[config.mk]
export PLATFORM = sky130hd
export DESIGN_NAME = tlc_sensor_conditioner_flat
export DESIGN_NICKNAME = d
export VERILOG_FILES = /design/src/rtl/tlc_pkg.sv /design/src/rtl/tlc_sensor_conditioner_if.sv /design/src/rtl/tlc_sync2.sv /design/src/rtl/tlc_sensor_conditioner.sv /design/src/flat_wrapper.sv
export SDC_FILE = /design/constraint.sdc
export NUM_CORES = 1
export LEC_CHECK = 0
export CORE_UTILIZATION = 51
export DETAILED_ROUTE_END_ITERATION = 8
export PLACE_DENSITY = 0.84
export SYNTH_ARGS = -nofsm -noshare
export SYNTH_HDL_FRONTEND = slang
export SYNTH_SLANG_ARGS = --single-unit
[constraint.sdc]
create_clock -name CLK -period 2.2 [get_ports CLK]
set_input_delay 0.44 -clock CLK [delete_from_list [all_inputs] [get_ports CLK]]
set_output_delay 0.44 -clock CLK [all_outputs]
set_load 0.02 [all_outputs]
[src/rtl/tlc_pkg.sv]
// Shared types and default constants for the traffic-light sensor front end.
package tlc_pkg;

    typedef enum logic [1:0] {
        LOW,
        RISE,
        HIGH,
        FALL
    } db_state_t;

    localparam int TLC_DB_CYCLES = 4;
    localparam int TLC_CARS_W    = 8;

endpackage

[src/rtl/tlc_sensor_conditioner_if.sv]
// Detector-side bus of tlc_sensor_conditioner: raw detector and ACK in, clean request and count out.
interface tlc_sensor_conditioner_if
    import tlc_pkg::*;
#(
    parameter int CARS_W = TLC_CARS_W
);

    logic              RAW_SENSOR;
    logic              ACK;
    logic              SENSOR;
    logic              DB_LEVEL;
    logic [CARS_W-1:0] CARS;

    modport master (
        output RAW_SENSOR,
        output ACK,
        input  SENSOR,
        input  DB_LEVEL,
        input  CARS
    );

    modport slave (
        input  RAW_SENSOR,
        input  ACK,
        output SENSOR,
        output DB_LEVEL,
        output CARS
    );

endinterface

[src/rtl/tlc_sync2.sv]
// Two-flop synchronizer for a single asynchronous input; both stages reset to 0.
module tlc_sync2 (
    input  logic clk,
    input  logic rst_n,
    input  logic d,
    output logic q
);

    logic meta;

    // NOTE: non-blocking assignments make meta and q a true two-stage shift, not one wire.
    always_ff @(posedge clk or negedge rst_n) begin
        if (!rst_n) begin
            meta <= 1'b0;
            q    <= 1'b0;
        end else begin
            meta <= d;
            q    <= meta;
        end
    end

endmodule

[src/rtl/tlc_sensor_conditioner.sv]
// Synchronizes and debounces the farm-road detector and counts arrivals since last service.
// Define TLC_SENSOR_LATCH_EN to make SENSOR a sticky request that only ACK clears.
module tlc_sensor_conditioner
    import tlc_pkg::*;
#(
    parameter int DB_CYCLES = TLC_DB_CYCLES,
    parameter int CNT_W     = 4,
    parameter int CARS_W    = TLC_CARS_W
) (
    input logic                        CLK,
    input logic                        RST,
    tlc_sensor_conditioner_if.slave    bus
);

    localparam logic [CNT_W-1:0]  CNT_LAST = CNT_W'(DB_CYCLES);
    localparam logic [CARS_W-1:0] CARS_MAX = '1;
    localparam bit                SINGLE   = (DB_CYCLES == 1);

    if (DB_CYCLES < 1 || DB_CYCLES > 15 || (DB_CYCLES >> CNT_W) != 0) begin : g_bad_params
        $error("tlc_sensor_conditioner: DB_CYCLES must be 1..15 and below 2**CNT_W");
    end

    logic              s_sync;
    db_state_t         state;
    db_state_t         state_next;
    logic [CNT_W-1:0]  cnt;
    logic [CNT_W-1:0]  cnt_next;
    logic [CNT_W-1:0]  cnt_inc;
    logic              db_level;
    logic              arrival;
    logic [CARS_W-1:0] cars;

    tlc_sync2 u_sync (
        .clk   (CLK),
        .rst_n (RST),
        .d     (bus.RAW_SENSOR),
        .q     (s_sync)
    );

    always_ff @(posedge CLK or negedge RST) begin
        if (!RST) begin
            state <= LOW;
            cnt   <= '0;
        end else begin
            state <= state_next;
            cnt   <= cnt_next;
        end
    end

    assign cnt_inc = cnt + CNT_W'(1);

    // NOTE: defaults first so every path assigns both outputs and no latch is inferred.
    always_comb begin
        state_next = state;
        cnt_next   = cnt;
        unique case (state)
            LOW: begin
                if (s_sync) begin
                    state_next = SINGLE ? HIGH : RISE;
                    cnt_next   = SINGLE ? '0 : CNT_W'(1);
                end
            end
            RISE: begin
                if (!s_sync) begin
                    state_next = LOW;
                    cnt_next   = '0;
                end else if (cnt_inc == CNT_LAST) begin
                    state_next = HIGH;
                    cnt_next   = '0;
                end else begin
                    cnt_next   = cnt_inc;
                end
            end
            HIGH: begin
                if (!s_sync) begin
                    state_next = SINGLE ? LOW : FALL;
                    cnt_next   = SINGLE ? '0 : CNT_W'(1);
                end
            end
            FALL: begin
                if (s_sync) begin
                    state_next = HIGH;
                    cnt_next   = '0;
                end else if (cnt_inc == CNT_LAST) begin
                    state_next = LOW;
                    cnt_next   = '0;
                end else begin
                    cnt_next   = cnt_inc;
                end
            end
            default: begin
                state_next = LOW;
                cnt_next   = '0;
            end
        endcase
    end

    // The debounced level is high exactly while the FSM sits on the stable-1 side.
    assign db_level = (state == HIGH) || (state == FALL);
    assign arrival  = !db_level && (state_next == HIGH);

    // An arrival coinciding with ACK counts as the first car of the new wait.
    always_ff @(posedge CLK or negedge RST) begin
        if (!RST) begin
            cars <= '0;
        end else if (bus.ACK) begin
            cars <= arrival ? CARS_W'(1) : '0;
        end else if (arrival && cars != CARS_MAX) begin
            cars <= cars + CARS_W'(1);
        end
    end

`ifdef TLC_SENSOR_LATCH_EN
    logic sensor_req;

    // Set has priority so a car arriving during green is not lost.
    always_ff @(posedge CLK or negedge RST) begin
        if (!RST) begin
            sensor_req <= 1'b0;
        end else if (arrival) begin
            sensor_req <= 1'b1;
        end else if (bus.ACK) begin
            sensor_req <= 1'b0;
        end
    end

    assign bus.SENSOR = sensor_req;
`else
    assign bus.SENSOR = db_level;
`endif

    assign bus.DB_LEVEL = db_level;
    assign bus.CARS     = cars;

endmodule

[src/flat_wrapper.sv]
// flat-port wrapper written by rule: the top's interface ports become plain ports
module tlc_sensor_conditioner_flat import tlc_pkg::*;
#(
    parameter int DB_CYCLES = TLC_DB_CYCLES,
    parameter int CNT_W     = 4,
    parameter int CARS_W    = TLC_CARS_W
)
  (CLK, RST, bus_RAW_SENSOR, bus_ACK, bus_SENSOR, bus_DB_LEVEL, bus_CARS);
  tlc_sensor_conditioner_if #(.CARS_W(CARS_W)) bus_i ();
  input logic CLK;
  input logic RST;
  input wire logic [$bits(bus_i.RAW_SENSOR)-1:0] bus_RAW_SENSOR;
  input wire logic [$bits(bus_i.ACK)-1:0] bus_ACK;
  output wire logic [$bits(bus_i.SENSOR)-1:0] bus_SENSOR;
  output wire logic [$bits(bus_i.DB_LEVEL)-1:0] bus_DB_LEVEL;
  output wire logic [$bits(bus_i.CARS)-1:0] bus_CARS;
  assign bus_i.RAW_SENSOR = bus_RAW_SENSOR;
  assign bus_i.ACK = bus_ACK;
  assign bus_SENSOR = bus_i.SENSOR;
  assign bus_DB_LEVEL = bus_i.DB_LEVEL;
  assign bus_CARS = bus_i.CARS;
  tlc_sensor_conditioner #(.DB_CYCLES(DB_CYCLES), .CNT_W(CNT_W), .CARS_W(CARS_W)) u_core (.CLK(CLK), .RST(RST), .bus(bus_i));
endmodule
-- After elaboration in Yosys (flattened, before gate mapping)
Index checks and enable logic that the tools add are counted.
- input port bits: 4
- bits in writable memories: 0
- bits in read-only memories: 0
- flip-flop bits (word level): 16
- memories kept: 0
- latch bits: 0
- output and inout port bits: 10
- reduce and logical (&&, ||, !) cells: 7
- div/mod/pow operators: 0
- $lt $le $gt $ge: 0
- bitwise logic cells: 0
- equal/unequal tests: 8
- shift-type cells: 0
- $mul: 0
- muxes and demuxes: 16
- add/subtract/negate cells: 2
- operators with widths (kind ; number):
    4-bit two-way mux ; 5
    8-bit two-way mux ; 2
    4-bit case mux with 4 select lines ; 1
    2-bit two-way mux ; 6
    8-bit by 1-bit adder with 8-bit output (second input constant) ; 1
    8-bit != test (second input constant) ; 1
    2-bit case mux with 4 select lines ; 1
    2-bit equality test (second input constant) ; 3
    4-bit by 1-bit adder with 4-bit output (second input constant) ; 1
    4-bit by 3-bit equality test with 1-bit output (second input constant) ; 1
    2-bit != test (second input constant) ; 2
    2-bit by 1-bit equality test with 1-bit output (second input constant) ; 1
    1-bit logical AND ; 2
    2-bit logical NOT ; 1
    2-bit AND reduction ; 1
    2-bit nonzero test ; 1
    1-bit logical NOT ; 1
    1-bit logical OR ; 1
    1-bit two-way mux ; 1

-- Depth between registers and ports, before layout
Gate-level depths: netlist of the first run.
- depth in word-level cells: 10
- depth in mapped cells: 7
- mapped depth without buffers: 6

-- By module
A second synthesis of the first run with hierarchy kept.
- cell total of the unflattened synthesis: 89
- area, all modules: 898.4 um2
- modules (own cells, without submodules) (module ; sequential area each (um2) ; area each (um2) ; cells an instance ; times used):
    tlc_sensor_conditioner ; 350.3 ; 848.3 ; 87 ; 1
    tlc_sync2 ; 50.0 ; 50.0 ; 2 ; 1

-- Least setup slack after synthesis of the first run
Ideal clock, no wire load.
- path kind: flip-flop to flip-flop
- start point: register u_core.cars[3], in the netlist u_core.bus.CARS[3]
- end point: register u_core.cars[7], in the netlist u_core.bus.CARS[7]
- setup slack: 360 ps
- clock period less this slack: 1840 ps
- cell stages (with the launch flop): 7
- setup time: 78 ps
- arrival: 1762 ps
- path through: dfrtp_1 -> and4_1 -> a41oi_2 -> o21ai_1 -> buf_6 -> or4_1 -> a21oi_1
- word-level cells in the longest chain between the ends: 3
- elaborated cells on any way between the ends: 6
- those cells by class: 1 x add/sub; 1 x eq/ne; 2 x mux; 2 x reduce/logical
- ends and longest elaborated chain (what ; line ; RTL):
    start: declaration ; tlc_sensor_conditioner.sv:31 ; logic [CARS_W-1:0] cars;
    start signal: assignment ; tlc_sensor_conditioner.sv:107 ; cars <= arrival ? CARS_W'(1) : '0;
    start signal: assignment ; tlc_sensor_conditioner.sv:109 ; cars <= cars + CARS_W'(1);
    8-bit by 1-bit adder with 8-bit output or 8-bit != test (tied branches) ; tlc_sensor_conditioner.sv:109, tlc_sensor_conditioner.sv:108 ;
    8-bit two-way mux or 1-bit logical AND (tied branches) ; tlc_sensor_conditioner.sv:108 ; end else if (arrival && cars != CARS_MAX) begin
    8-bit two-way mux or 2-bit nonzero test (tied branches) ; n/a ;
Several ways; a longest one is shown, not always the timed one. The select of a mux whose other input is x is not followed.
A chain may end at the register's enable or synchronous reset.

-- Worst setup path after layout of the first run
- start point: register u_core.cnt[1]
- end point: register u_core.cars[5], in the netlist u_core.bus.CARS[5]
- word-level cells in the longest chain between the ends: 9
- elaborated cells on any way between the ends: 11
- those cells by class: 1 x add/sub; 2 x eq/ne; 5 x mux; 3 x reduce/logical
- ends and longest elaborated chain (what ; line ; RTL):
    start: declaration ; tlc_sensor_conditioner.sv:26 ; logic [CNT_W-1:0] cnt;
    start signal: assignment ; tlc_sensor_conditioner.sv:46 ; cnt <= cnt_next;
    4-bit by 1-bit adder with 4-bit output * ; tlc_sensor_conditioner.sv:50 ; assign cnt_inc = cnt + CNT_W'(1);
    4-bit by 3-bit equality test with 1-bit output * ; tlc_sensor_conditioner.sv:67, tlc_sensor_conditioner.sv:84 ;
    2-bit two-way mux (on tied branches) ; tlc_sensor_conditioner.sv:84, tlc_sensor_conditioner.sv:67 ;
    2-bit two-way mux (on tied branches) ; tlc_sensor_conditioner.sv:81, tlc_sensor_conditioner.sv:64 ;
    2-bit case mux with 4 select lines * ; tlc_sensor_conditioner.sv:56 ; unique case (state)
    2-bit equality test * ; tlc_sensor_conditioner.sv:100 ; assign arrival = !db_level && (state_next == HIGH);
    1-bit logical AND * ; tlc_sensor_conditioner.sv:100 ;
    1-bit logical AND * ; tlc_sensor_conditioner.sv:108 ;
    2-bit nonzero test (no line) * ; n/a ;
Mark *: on every way between the ends. The rest lies on a longest branch, timed or not.

==> summary.md, run 1 <==
| Metric | Value |
|---|---|
| Status | `finished clean` |
| Initial antenna violation count | `0` |
| Largest net degree at the start of global routing | `17` |
| Pins Over Slew Limit | `0` |
| Worst hold path type | `reg -> reg` |
| Synth Area in Compound Gates | `19.3%` |
| Final net count | `109` |
| # hold bufs at CTS | `0` |
| Startpoint class of the critical path | `flop` |
| Distinct cells, synth | `32` |
| CTS tree | `yes` |
| Post-Synth XOR/XNOR Area | `3.03%` |
| Max-cap viol count | `0` |
| Post-synthesis mux area share | `3.75%` |
| Setup TNS | `0 ps` |
| Mapped Avg Cell Area | `9.97 um2` |
| DRT antenna net count | `0` |
| Detailed-route DRC error count | `0` |
| Static Leak | `0.000425 uW` |
| FP Rows | `14` |
| Share of layout cells above drive strength 1 | `9.90%` |
| Post-synth EDFFs | `0` |
| Die Height | `43.2 um` |
| GPL Wtd Cong | `0.863` |
| # H-tree levels | `1` |
| Seq/Total Area, Yosys | `46.2%` |
| Worst Path Required | `2420 ps` |
| Worst slack at placement | `189 ps` |
| VDD IR max | `0.000633 V` |
| Adder-Cell Fraction of Synth Area | `4.33%` |
| First-pass GRT wire length | `2.92 mm` |
| CP arrival | `2240 ps` |
| Clock tree root buffer cell | `clkbuf_4` |
| Achievable Freq | `0.496 GHz` |
| Clk pin slew, worst setup/hold paths | `90 ps` |
| Commonest non-fill, non-tap cells in the layout | `16 x dfrtp_1, 13 x clkdlybuf4s50_1, 9 x nand2_1, 8 x a21oi_1, 5 x nand3_1` |
| CTS Buf Count | `3` |
| Synth warn | `0` |
| Grt peak-use layer | `met2` |
| Area Growth Syn to Fin | `19.8%` |
| Met3 Usage GRT | `6.81%` |
| Detailed Route Iter0 Violations | `20` |
| Overall routing resource usage | `21.6%` |
| Yosys reg bits | `16` |
| Simple-Gate Fraction of Synth Area | `19.0%` |
| Global-route met1 utilization | `28.9%` |
| Die ar. | `1870 um2` |
| Pre-antenna DRT Iters | `4` |
| Finished Layout Cells | `117` |
| GRT met2 Usage | `31.6%` |
| Fill cells | `128` |
| Placed Cells | `113` |
| Number of diodes | `0` |
| Vias in the first global route | `668` |
| GRT Residual Overflow | `0` |
| Routed WL per cell | `13.8 um` |
| Post-route setup slack | `183 ps` |
| Final Hold Fails | `0` |
| DRT Wirelength | `1.61 mm` |
| Share of flip-flops with an asynchronous set or reset | `100%` |
| Final Skew | `3.73 ps` |
| Clk_lat worst skew | `290 ps` |
| Final period utilization | `91.7%` |
| Final min period | `2020 ps` |
| PD cells | `717 nW/um2` |
| I/O pin cnt | `14` |
| Worst Tran Pin Value | `386 ps` |
| Post-Syn Nets | `94` |
| Initial core utilization | `56.3%` |
| Max clock buf depth | `2` |
| CP max FO | `11` |
| Clk sinks | `16` |
| I/O Buffers | `13` |
| Synth Flop Type | `dfrtp_1` |
| Commonest non-fill, non-tap cell in the layout | `dfrtp_1` |
| Cell Area, Synth | `867 um2` |
| Die width | `43.2 um` |
| Critical path class | `reg -> reg` |
| Post-DP HPWL | `1.19 mm` |
| Main combinational cell family by area after synthesis | `compound AO/OA/AOI/OAI gates` |
| Core area | `1540 um2` |
| Slew headroom | `74.3%` |
| RSZ-0062 raised after global routing | `false` |
| CP endpoint kind | `flop` |
| Final setup viols | `0` |
| Vias | `725` |
| Via-to-Cell Ratio | `6.20` |
| Cells after Synth | `87` |
[registers in the layout (all words and copies together), names as in the netlist]
register	flops
u_core.state	2
u_core.u_sync.q	1
u_core.bus.CARS	8
u_core.u_sync.meta	1
u_core.cnt	4
[cell families (layout without fill, tap and decap cells)]
family          after synthesis  in the layout
mux                           3              3
simple gates                 31             31
fa+ha+maj                     3              3
buf+inv                       7             21
xor+xnor                      3              3
flops                        16             16
compound gates               24             24
[critical path, stage by stage (launching register included)]
cell and delay [ps]:
dfrtp_1 450, ha_1 230, nand2b_1 100, nor3b_1 320, o21ai_2 200, or4_1 500
a21oi_1 160
[layer usage]
layer / wire [um] / up-vias / part of all wire, %
li1: - / 346 / -
met5: 0 / - / 0
met4: 38 / 0 / 2.4
met2: 735 / 38 / 46
met3: 117 / 10 / 7.2
met1: 723 / 331 / 45
[synth_stat cells, drive strengths merged (2+ instances only)]
| cell type | number | area share [%] |
|---|---|---|
| nand2 | 9 | 3.9 |
| nand2b | 2 | 1.4 |
| xnor2 | 2 | 2.0 |
| ha | 3 | 4.3 |
| o211ai | 2 | 1.7 |
| or4 | 2 | 1.7 |
| o31ai | 3 | 2.6 |
| mux2 | 2 | 2.6 |
| nor2 | 4 | 1.7 |
| nor2b | 2 | 1.4 |
| a21oi | 8 | 4.6 |
| buf | 2 | 2.2 |
| inv | 3 | 1.3 |
| nand3 | 5 | 2.9 |
| nand3b | 3 | 2.6 |
| or3 | 2 | 1.4 |
| o21ai | 4 | 2.3 |
| clkbuf | 2 | 0.87 |
| dfrtp | 16 | 46 |
[power by group]
| group | internal (uW) | switching [uW] | leakage (uW) |
|---|---|---|---|
| logic | 78.8 | 92.5 | 0.000191 |
| registers | 327 | 50.4 | 0.000213 |
| clock network | 101 | 94.7 | 0.0000210 |
| total | 507 | 238 | 0.000425 |
[final cells by class]
cell class / count / area, um2 / share of cell area [%]
clock buffer: 4 / 36.3 / 3.49
sequential: 16 / 400 / 38.6
multi-input combinational: 64 / 433 / 41.7
tap: 16 / 20.0 / 1.93
inverter: 3 / 11.3 / 1.08
timing repair buffer: 14 / 138 / 13.3
[metrics by stage]
step	area, um2	total power, uW	hold slack [ps]	utilization (%)
after global placement	998	537	341	64.8
after CTS	1030	737	372	67.1
after detailed placement	998	548	343	64.8
after floorplan	867	495	144	-
after global routing	1040	787	396	67.4
final	1040	744	368	67.4
[timing repair]
| item | 4_1_cts | 5_1_grt |
|---|---|---|
| resized for setup | 0 | 1 |
| setup endpoints to repair | 0 | 2 |
| setup buffers | 0 | 0 |
| hold endpoints to repair | 0 | 0 |
[worst paths after layout]
kind,cells past startpoint,from,end,slack (ps)
max,6,u_core.cnt[1],u_core.bus.CARS[5],180
min,0,u_core.u_sync.meta,u_core.u_sync.q,370
max reg2reg,6,u_core.cnt[1],u_core.bus.CARS[5],180
min reg2reg,0,u_core.u_sync.meta,u_core.u_sync.q,370
max in group asynchronous,2,RST,u_core.cnt[3],1570
min in group asynchronous,2,RST,u_core.bus.CARS[3],450
Note: power is estimated with default switching activity, not from simulation.
==> run 2: changes to the inputs <==
- ABC_AREA: not set -> 1
- CORE_UTILIZATION: 51 -> 52
==> run 2 against run 1 <==
  * Synthesized area grew 6.1%
  * Sequential cell count is the same
  * Cell area grew 4.6%
  * Count of clock-buffer cells in the layout is the same
  * Routed wire length grew 9.0%
  * Largest cell class unchanged
  * Combinational power grew 62%
  * Critical path depth shrank 5
  * Synthesized cell count grew 33%
==> summary.md, run 2 <==
| Metric | Value |
|---|---|
| Status | `finished clean (unchanged)` |
| Detailed Route Iter0 Violations | `15 (was 20)` |
| Seq/Total Area, Yosys | `43.5% (was 46.2%)` |
| Area Growth Syn to Fin | `18.1% (was 19.8%)` |
| Worst R2R End | `u_core.bus.CARS[6] (was u_core.bus.CARS[5])` |
| Vias | `784 (was 725)` |
| Comb power frac | `30.9% (was 23.0%)` |
| Hold Path Stages | `0 (unchanged)` |
| Overall routing resource usage | `20.5% (was 21.6%)` |
| Post-synth EDFFs | `0 (unchanged)` |
| Largest register FFs | `8 (unchanged)` |
| Worst setup startpoint | `u_core.bus.CARS[0] (was u_core.cnt[1])` |
| Sw Ratio | `37.1% (was 31.9%)` |
| Clock tree root buffer cell | `clkbuf_4 (unchanged)` |
| DRT Wirelength | `1.76 mm (was 1.61 mm)` |
| Clk_lat worst skew | `290 ps (about the same)` |
| CP max FO | `5 (was 11)` |
| VDD IR max | `0.000853 V (was 0.000633 V)` |
| Commonest non-fill, non-tap cells in the layout | `33 x nand2_1, 16 x dfrtp_1, 13 x clkdlybuf4s50_1, 12 x nand3_1, 10 x inv_1 (was 16 x dfrtp_1, 13 x clkdlybuf4s50_1, 9 x nand2_1, 8 x a21oi_1, 5 x nand3_1)` |
| Worst reg2reg startpoint | `u_core.cnt[0] (was u_core.cnt[1])` |
| Final Skew | `1.90 ps (was 3.73 ps)` |
| DRT antenna net count | `0 (unchanged)` |
| Slowest cell on crit path | `clkdlybuf4s50_1 (was or4_1)` |
| Top cells by area, synth | `dfrtp_1 44%, nand2_1 13%, nand3_1 6.5% (was dfrtp_1 46%, a21oi_1 4.6%, ha_1 4.3%)` |
| Vias in the first global route | `668 (unchanged)` |
| Largest net degree at the start of global routing | `17 (unchanged)` |
| CTS Buf Count | `3 (unchanged)` |
| Achievable Freq | `0.551 GHz (was 0.496 GHz)` |
| Pre-antenna DRT Iters | `4 (unchanged)` |
| Max incr delay on CP | `640 ps (was 500 ps)` |
| Pins Over Slew Limit | `0 (unchanged)` |
| Final setup viols | `0 (unchanged)` |
| Post-Syn Nets | `123 (was 94)` |
| GPL Wtd Cong | `0.882 (was 0.863)` |
| Worst hold path endpoint | `u_core.u_sync.q (unchanged)` |
| Cells after Synth | `116 (was 87)` |
| Setup Fix Bufs, Post-CTS | `0 (unchanged)` |
| PD cells | `825 nW/um2 (was 717 nW/um2)` |
| First-pass GRT wire length | `2.84 mm (was 2.92 mm)` |
| Setup TNS | `0 ps (unchanged)` |
| CP arrival | `1370 ps (was 2240 ps)` |
| Cells on worst reg2reg path | `8 (was 6)` |
| Final min period | `1810 ps (was 2020 ps)` |
| Clk pin slew, worst setup/hold paths | `90 ps (about the same)` |
| Worst Path Required | `1760 ps (was 2420 ps)` |
| Synth cell count leaders | `33 x nand2_1, 16 x dfrtp_1, 12 x nand3_1, 10 x inv_1, 9 x nor2_1 (was 16 x dfrtp_1, 9 x nand2_1, 8 x a21oi_1, 5 x nand3_1, 4 x nor2_1)` |
| CTS tree | `yes (unchanged)` |
| Critical path class | `reg -> out (was reg -> reg)` |
| Initial core utilization | `58.3% (was 56.3%)` |
| Sequential Power Share | `47.3% (was 50.7%)` |
| Worst Tran Pin Value | `715 ps (was 386 ps)` |
| Cell Area, Synth | `920 um2 (was 867 um2)` |
| Synth warn | `0 (unchanged)` |
| FP Rows | `14 (unchanged)` |
| Final period utilization | `82.5% (was 91.7%)` |
| Clk sinks | `16 (unchanged)` |
| Detailed-route DRC error count | `0 (unchanged)` |
| Max clock buf depth | `2 (unchanged)` |
| Static Leak | `0.000529 uW (was 0.000425 uW)` |
| Share of flip-flops with an asynchronous set or reset | `100% (unchanged)` |
| Worst hold path type | `reg -> reg (unchanged)` |
| P_sw | `332 uW (was 238 uW)` |
| Hold_sp | `u_core.u_sync.meta (unchanged)` |
| Placed cell area | `1050 um2 (was 998 um2)` |
| Post-CTS sizing | `0 (unchanged)` |
| Die ar. | `1940 um2 (was 1870 um2)` |
| Final net count | `137 (was 109)` |
| Startpoint class of the critical path | `flop (unchanged)` |
| Non-Filler Cell Area, Final | `1090 um2 (was 1040 um2)` |
| Initial antenna violation count | `0 (unchanged)` |
| # hold bufs at CTS | `0 (unchanged)` |
| Most frequent cell after synthesis | `nand2_1 (was dfrtp_1)` |
| Core area | `1580 um2 (was 1540 um2)` |
| Internal | `563 uW (was 507 uW)` |
| Distinct cells, synth | `24 (was 32)` |
| Via-to-Cell Ratio | `5.41 (was 6.20)` |
| Post-route setup slack | `385 ps (was 183 ps)` |
| I/O Buffers | `13 (unchanged)` |
| Post-DP HPWL | `1.31 mm (was 1.19 mm)` |
| Final Hold Fails | `0 (unchanged)` |
| Routed WL per cell | `12.1 um (was 13.8 um)` |
| I/O pin cnt | `14 (unchanged)` |
| CP endpoint kind | `primary output (was flop)` |
| Area leader, netlist | `dfrtp_1 (unchanged)` |
| Worst slack at placement | `532 ps (was 189 ps)` |
| Crit path cell chain | `clkdlybuf4s50_1 (was ha_1 > nand2b_1 > nor3b_1 > o21ai_2 > or4_1 > a21oi_1)` |
| Synth Flop Type | `dfrtp_1 (unchanged)` |
| Clock power frac | `21.8% (was 26.3%)` |
| Yosys reg bits | `16 (unchanged)` |
| Slew headroom | `52.2% (was 74.3%)` |
| # H-tree levels | `1 (unchanged)` |
| Mapped Avg Cell Area | `7.93 um2 (was 9.97 um2)` |
| Commonest non-fill, non-tap cell in the layout | `nand2_1 (was dfrtp_1)` |
| Die width | `44.1 um (was 43.2 um)` |
| WP buf/inv | `1 (was 0)` |
| Number of diodes | `0 (unchanged)` |
| Top delay family on crit path | `buffers and inverters (was simple AND/OR/NAND/NOR gates)` |
| Max-cap viol count | `0 (unchanged)` |
| Share of layout cells above drive strength 1 | `10.1% (was 9.90%)` |
| R2R Setup Slk | `590 ps (was 180 ps)` |
| Die Height | `44.1 um (was 43.2 um)` |
| Post-synth top area share | `43.5% (was 46.2%)` |
| GRT Residual Overflow | `0 (unchanged)` |
| RSZ-0062 raised after global routing | `false (unchanged)` |
-- run 2: worst max path at each step --
| stage | end | cells past startpoint | slack [ps] |
|---|---|---|---|
| after floorplan | u_core.bus.CARS[2] | 8 | 780 |
| after CTS | bus_CARS[0] | 1 | 380 |
| after detailed placement | u_core.bus.CARS[0] | 6 | 530 |
| after global routing | bus_CARS[3] | 1 | 350 |
| final | bus_CARS[0] | 1 | 390 |
| after global placement | u_core.bus.CARS[0] | 6 | 580 |
-- run 2: kinds of logic (layout without fill, tap and decap cells) --
logic type                 count (synthesis)  after routing  share of synthesized area [%]
xor gates and xnor gates                   5              5                           4.76
and+or+nand+nor                           68             68                           36.1
buffers and inverters                     18             31                           7.89
DFF                                       16             16                           43.5
AOI/OAI and AO/OA                          6              6                           3.67
adders and majority gates                  3              3                           4.08
-- run 2: area by class of cell --
cell class	count	area (um2)
clock buffer	4	36.3
multi-input combinational	82	447
fill	122	490
sequential	16	400
tap	16	20.0
timing repair buffer	13	130
inverter	14	52.6
-- run 2: routing by layer --
| metal | global-route usage [%] | vias to the layer above | routed length [um] |
|---|---|---|---|
| met3 | 2.45 | 5 | 65 |
| met4 | 10.9 | 0 | 36 |
| met5 | 0 | - | 0 |
| met2 | 33.5 | 19 | 863 |
| li1 | - | 402 | - |
| met1 | 26.7 | 358 | 793 |
-- run 2: power by group through the flow --
stage               Sequential (uW)  Combinational, uW  Clock [uW]
floorplan                       403                226           0
global placement                424                272           0
detailed placement              429                278           0
CTS                             423                280         197
global route                    436                311         209
finish                          424                277         195
-- run 2: stage by stage --
step	utilization, %	hold WS, ps	instances	total power, uW
floorplan	-	144	116	628
global placement	66.6	333	141	696
detailed placement	66.6	337	141	707
CTS	68.9	358	145	901
global route	68.9	374	145	956
finish	68.9	357	145	896
==> run 3: changes to the inputs <==
- CORE_UTILIZATION: 52 -> 47
- PLACE_DENSITY: 0.84 -> 0.81
- clock period: 2.2 -> 1.5 ns (I/O delays scaled with it)
==> run 3 against run 2 <==
  * Sequential power is 44% higher
  * Core utilization is 3.3 points lower
  * Final cell count up 12%
  * Non-clock buffer count grew 8
  * Clock power rose by 9.7%
  * Die area grew 10%
  * Hold slack got worse by 28 ps
  * Routed wire length is 12% higher
  * Sequential cell count unchanged
  * Combinational power rose by 75%
  * Cell area is 7.7% higher
  * Critical path type is now reg -> reg
  * Largest power group unchanged
==> summary.md, run 3 (synthesized netlist as in run 2, its figures left out) <==
| Metric | Value |
|---|---|
| Status | `finished clean (unchanged)` |
| Final Skew | `0.794 ps (was 1.90 ps)` |
| FP Rows | `15 (was 14)` |
| Worst Tran Pin Value | `386 ps (was 715 ps)` |
| DRT Wirelength | `1.98 mm (was 1.76 mm)` |
| Max clock buf depth | `2 (unchanged)` |
| Final net count | `146 (was 137)` |
| I/O Buffers | `13 (unchanged)` |
| CP arrival | `1700 ps (was 1370 ps)` |
| Detailed Route Iter0 Violations | `14 (was 15)` |
| CTS tree | `yes (unchanged)` |
| PD cells | `1120 nW/um2 (was 825 nW/um2)` |
| Largest register FFs | `8 (unchanged)` |
| Final setup viols | `0 (unchanged)` |
| VDD IR max | `0.000871 V (was 0.000853 V)` |
| Achievable Freq | `0.678 GHz` |
| CP endpoint kind | `flop (was primary output)` |
| Final Hold Fails | `0 (unchanged)` |
| Routed WL per cell | `12.2 um (was 12.1 um)` |
| Clock power frac | `16.3% (was 21.8%)` |
| First-pass GRT wire length | `3.15 mm (was 2.84 mm)` |
| Comb power frac | `37.0% (was 30.9%)` |
| Detailed-route DRC error count | `0 (unchanged)` |
| GRT Residual Overflow | `0 (unchanged)` |
| Overall routing resource usage | `21.3% (was 20.5%)` |
| Worst hold path type | `in -> async (was reg -> reg)` |
| CTS Buf Count | `3 (unchanged)` |
| Initial core utilization | `51.6% (was 58.3%)` |
| P_sw | `505 uW (was 332 uW)` |
| Setup TNS | `0 ps (unchanged)` |
| Pre-antenna DRT Iters | `4 (unchanged)` |
| Slew headroom | `74.1% (was 52.2%)` |
| Max-cap viol count | `0 (unchanged)` |
| Clk_lat worst skew | `280 ps (was 290 ps)` |
| Die width | `46.2 um (was 44.1 um)` |
| Placed Cells | `153 (was 141)` |
| Core area | `1780 um2 (was 1580 um2)` |
| Area Growth Syn to Fin | `27.2% (was 18.1%)` |
| Final period utilization | `98.4%` |
| CP max FO | `8 (was 5)` |
| Sw Ratio | `38.5% (was 37.1%)` |
| Vias in the first global route | `728 (was 668)` |
| Number of diodes | `0 (unchanged)` |
| Post-DP HPWL | `1.36 mm (was 1.31 mm)` |
| Worst Path Required | `1720 ps (was 1760 ps)` |
| Initial antenna violation count | `0 (unchanged)` |
| Clk sinks | `16 (unchanged)` |
| Share of layout cells above drive strength 1 | `22.6% (was 10.1%)` |
| Startpoint class of the critical path | `flop (unchanged)` |
| # hold bufs at CTS | `0 (unchanged)` |
| Final min period | `1480 ps` |
| DRT antenna net count | `0 (unchanged)` |
| Commonest non-fill, non-tap cells in the layout | `26 x nand2_1, 16 x dfrtp_1, 11 x nand3_1 (was 33 x nand2_1, 16 x dfrtp_1, 13 x clkdlybuf4s50_1, 12 x nand3_1, 10 x inv_1)` |
| Pwr Total | `1310 uW (was 896 uW)` |
| Critical path class | `reg -> reg (was reg -> out)` |
| Commonest non-fill, non-tap cell in the layout | `nand2_1 (unchanged)` |
| Static Leak | `0.000604 uW (was 0.000529 uW)` |
| Internal | `805 uW (was 563 uW)` |
| RSZ-0062 raised after global routing | `true (was false)` |
| Vias | `838 (was 784)` |
| Largest net degree at the start of global routing | `17 (unchanged)` |
| # H-tree levels | `1 (unchanged)` |
| Fill cells | `163 (was 122)` |
| GPL Wtd Cong | `0.882 (about the same)` |
| Die Height | `46.2 um (was 44.1 um)` |
| Die ar. | `2140 um2 (was 1940 um2)` |
| Clk pin slew, worst setup/hold paths | `80 ps (was 90 ps)` |
| Sequential Power Share | `46.7% (was 47.3%)` |
| Pins Over Slew Limit | `0 (unchanged)` |
| I/O pin cnt | `14 (unchanged)` |
| Via-to-Cell Ratio | `5.17 (was 5.41)` |
| Finished Layout Cells | `162 (was 145)` |
| Clock tree root buffer cell | `clkbuf_4 (unchanged)` |
[run 3: area by class of cell]
cell class              count  area [um2]  share of cell area, %
inverters                  14        52.6                   4.49
multi-input cells          83         484                   41.4
well taps                  25        31.3                   2.67
clock buffers               3        22.5                   1.93
repair buffers             21         179                   15.3
flip-flops and latches     16         400                   34.2
[run 3: stage by stage]
stage,cell area [um2],util (%),setup slack (ps),hold WS (ps)
2_1_floorplan,920,-,80.9,4.41
3_3_place_gp,1080,60.8,51.3,334
3_5_place_dp,1080,60.8,-8.02,339
4_1_cts,1120,62.7,10.5,325
5_1_grt,1170,65.6,-63.8,341
6_report,1170,65.6,24.5,329
[run 3: power by group through the flow]
| stage | Clock [uW] | Sequential [uW] | Combinational [uW] |
|---|---|---|---|
| floorplan | 0 | 591 | 331 |
| global placement | 0 | 610 | 434 |
| detailed placement | 0 | 618 | 447 |
| CTS | 225 | 611 | 441 |
| global route | 238 | 624 | 536 |
| finish | 214 | 612 | 485 |
[run 3: metal layers]
layer | global-route usage [%] | part of all wire, % | vias to the layer above
met2 | 33.2 | 49 | 19
met4 | 11.8 | 2.5 | 0
met3 | 5.10 | 4.5 | 6
met5 | 0 | 0 | -
met1 | 26.7 | 44 | 390
li1 | - | - | 423
[run 3: worst max-delay path, stage by stage (launching register included)]
cell and delay, ps:
dfrtp_1 430, ha_2 220, nand2_2 70, nand3_2 100, nor2_4 170, nand4_4 130
nand2_4 160, nand2_1 80, nand2_1 50
[run 3: path summary, 6_finish.rpt]
check | from | end | slack (ps) | cells after the start
setup / recovery | u_core.cnt[1] | u_core.bus.CARS[1] | 20 | 8
hold / removal | RST | u_core.cnt[1] | 330 | 2
setup reg to reg | u_core.cnt[1] | u_core.bus.CARS[1] | 20 | 8
hold reg to reg | u_core.u_sync.meta | u_core.u_sync.q | 360 | 0
max in group asynchronous | RST | u_core.bus.CARS[1] | 990 | 2
min in group CLK | u_core.u_sync.meta | u_core.u_sync.q | 360 | 0
[run 3: timing repair]
action / 4_1_cts / 5_1_grt
cloned: 1 / 0
setup endpoints to repair: 18 / 9
pin swaps: 2 / 3
buffers inserted: 1 / 4
resized for setup: 11 / 10
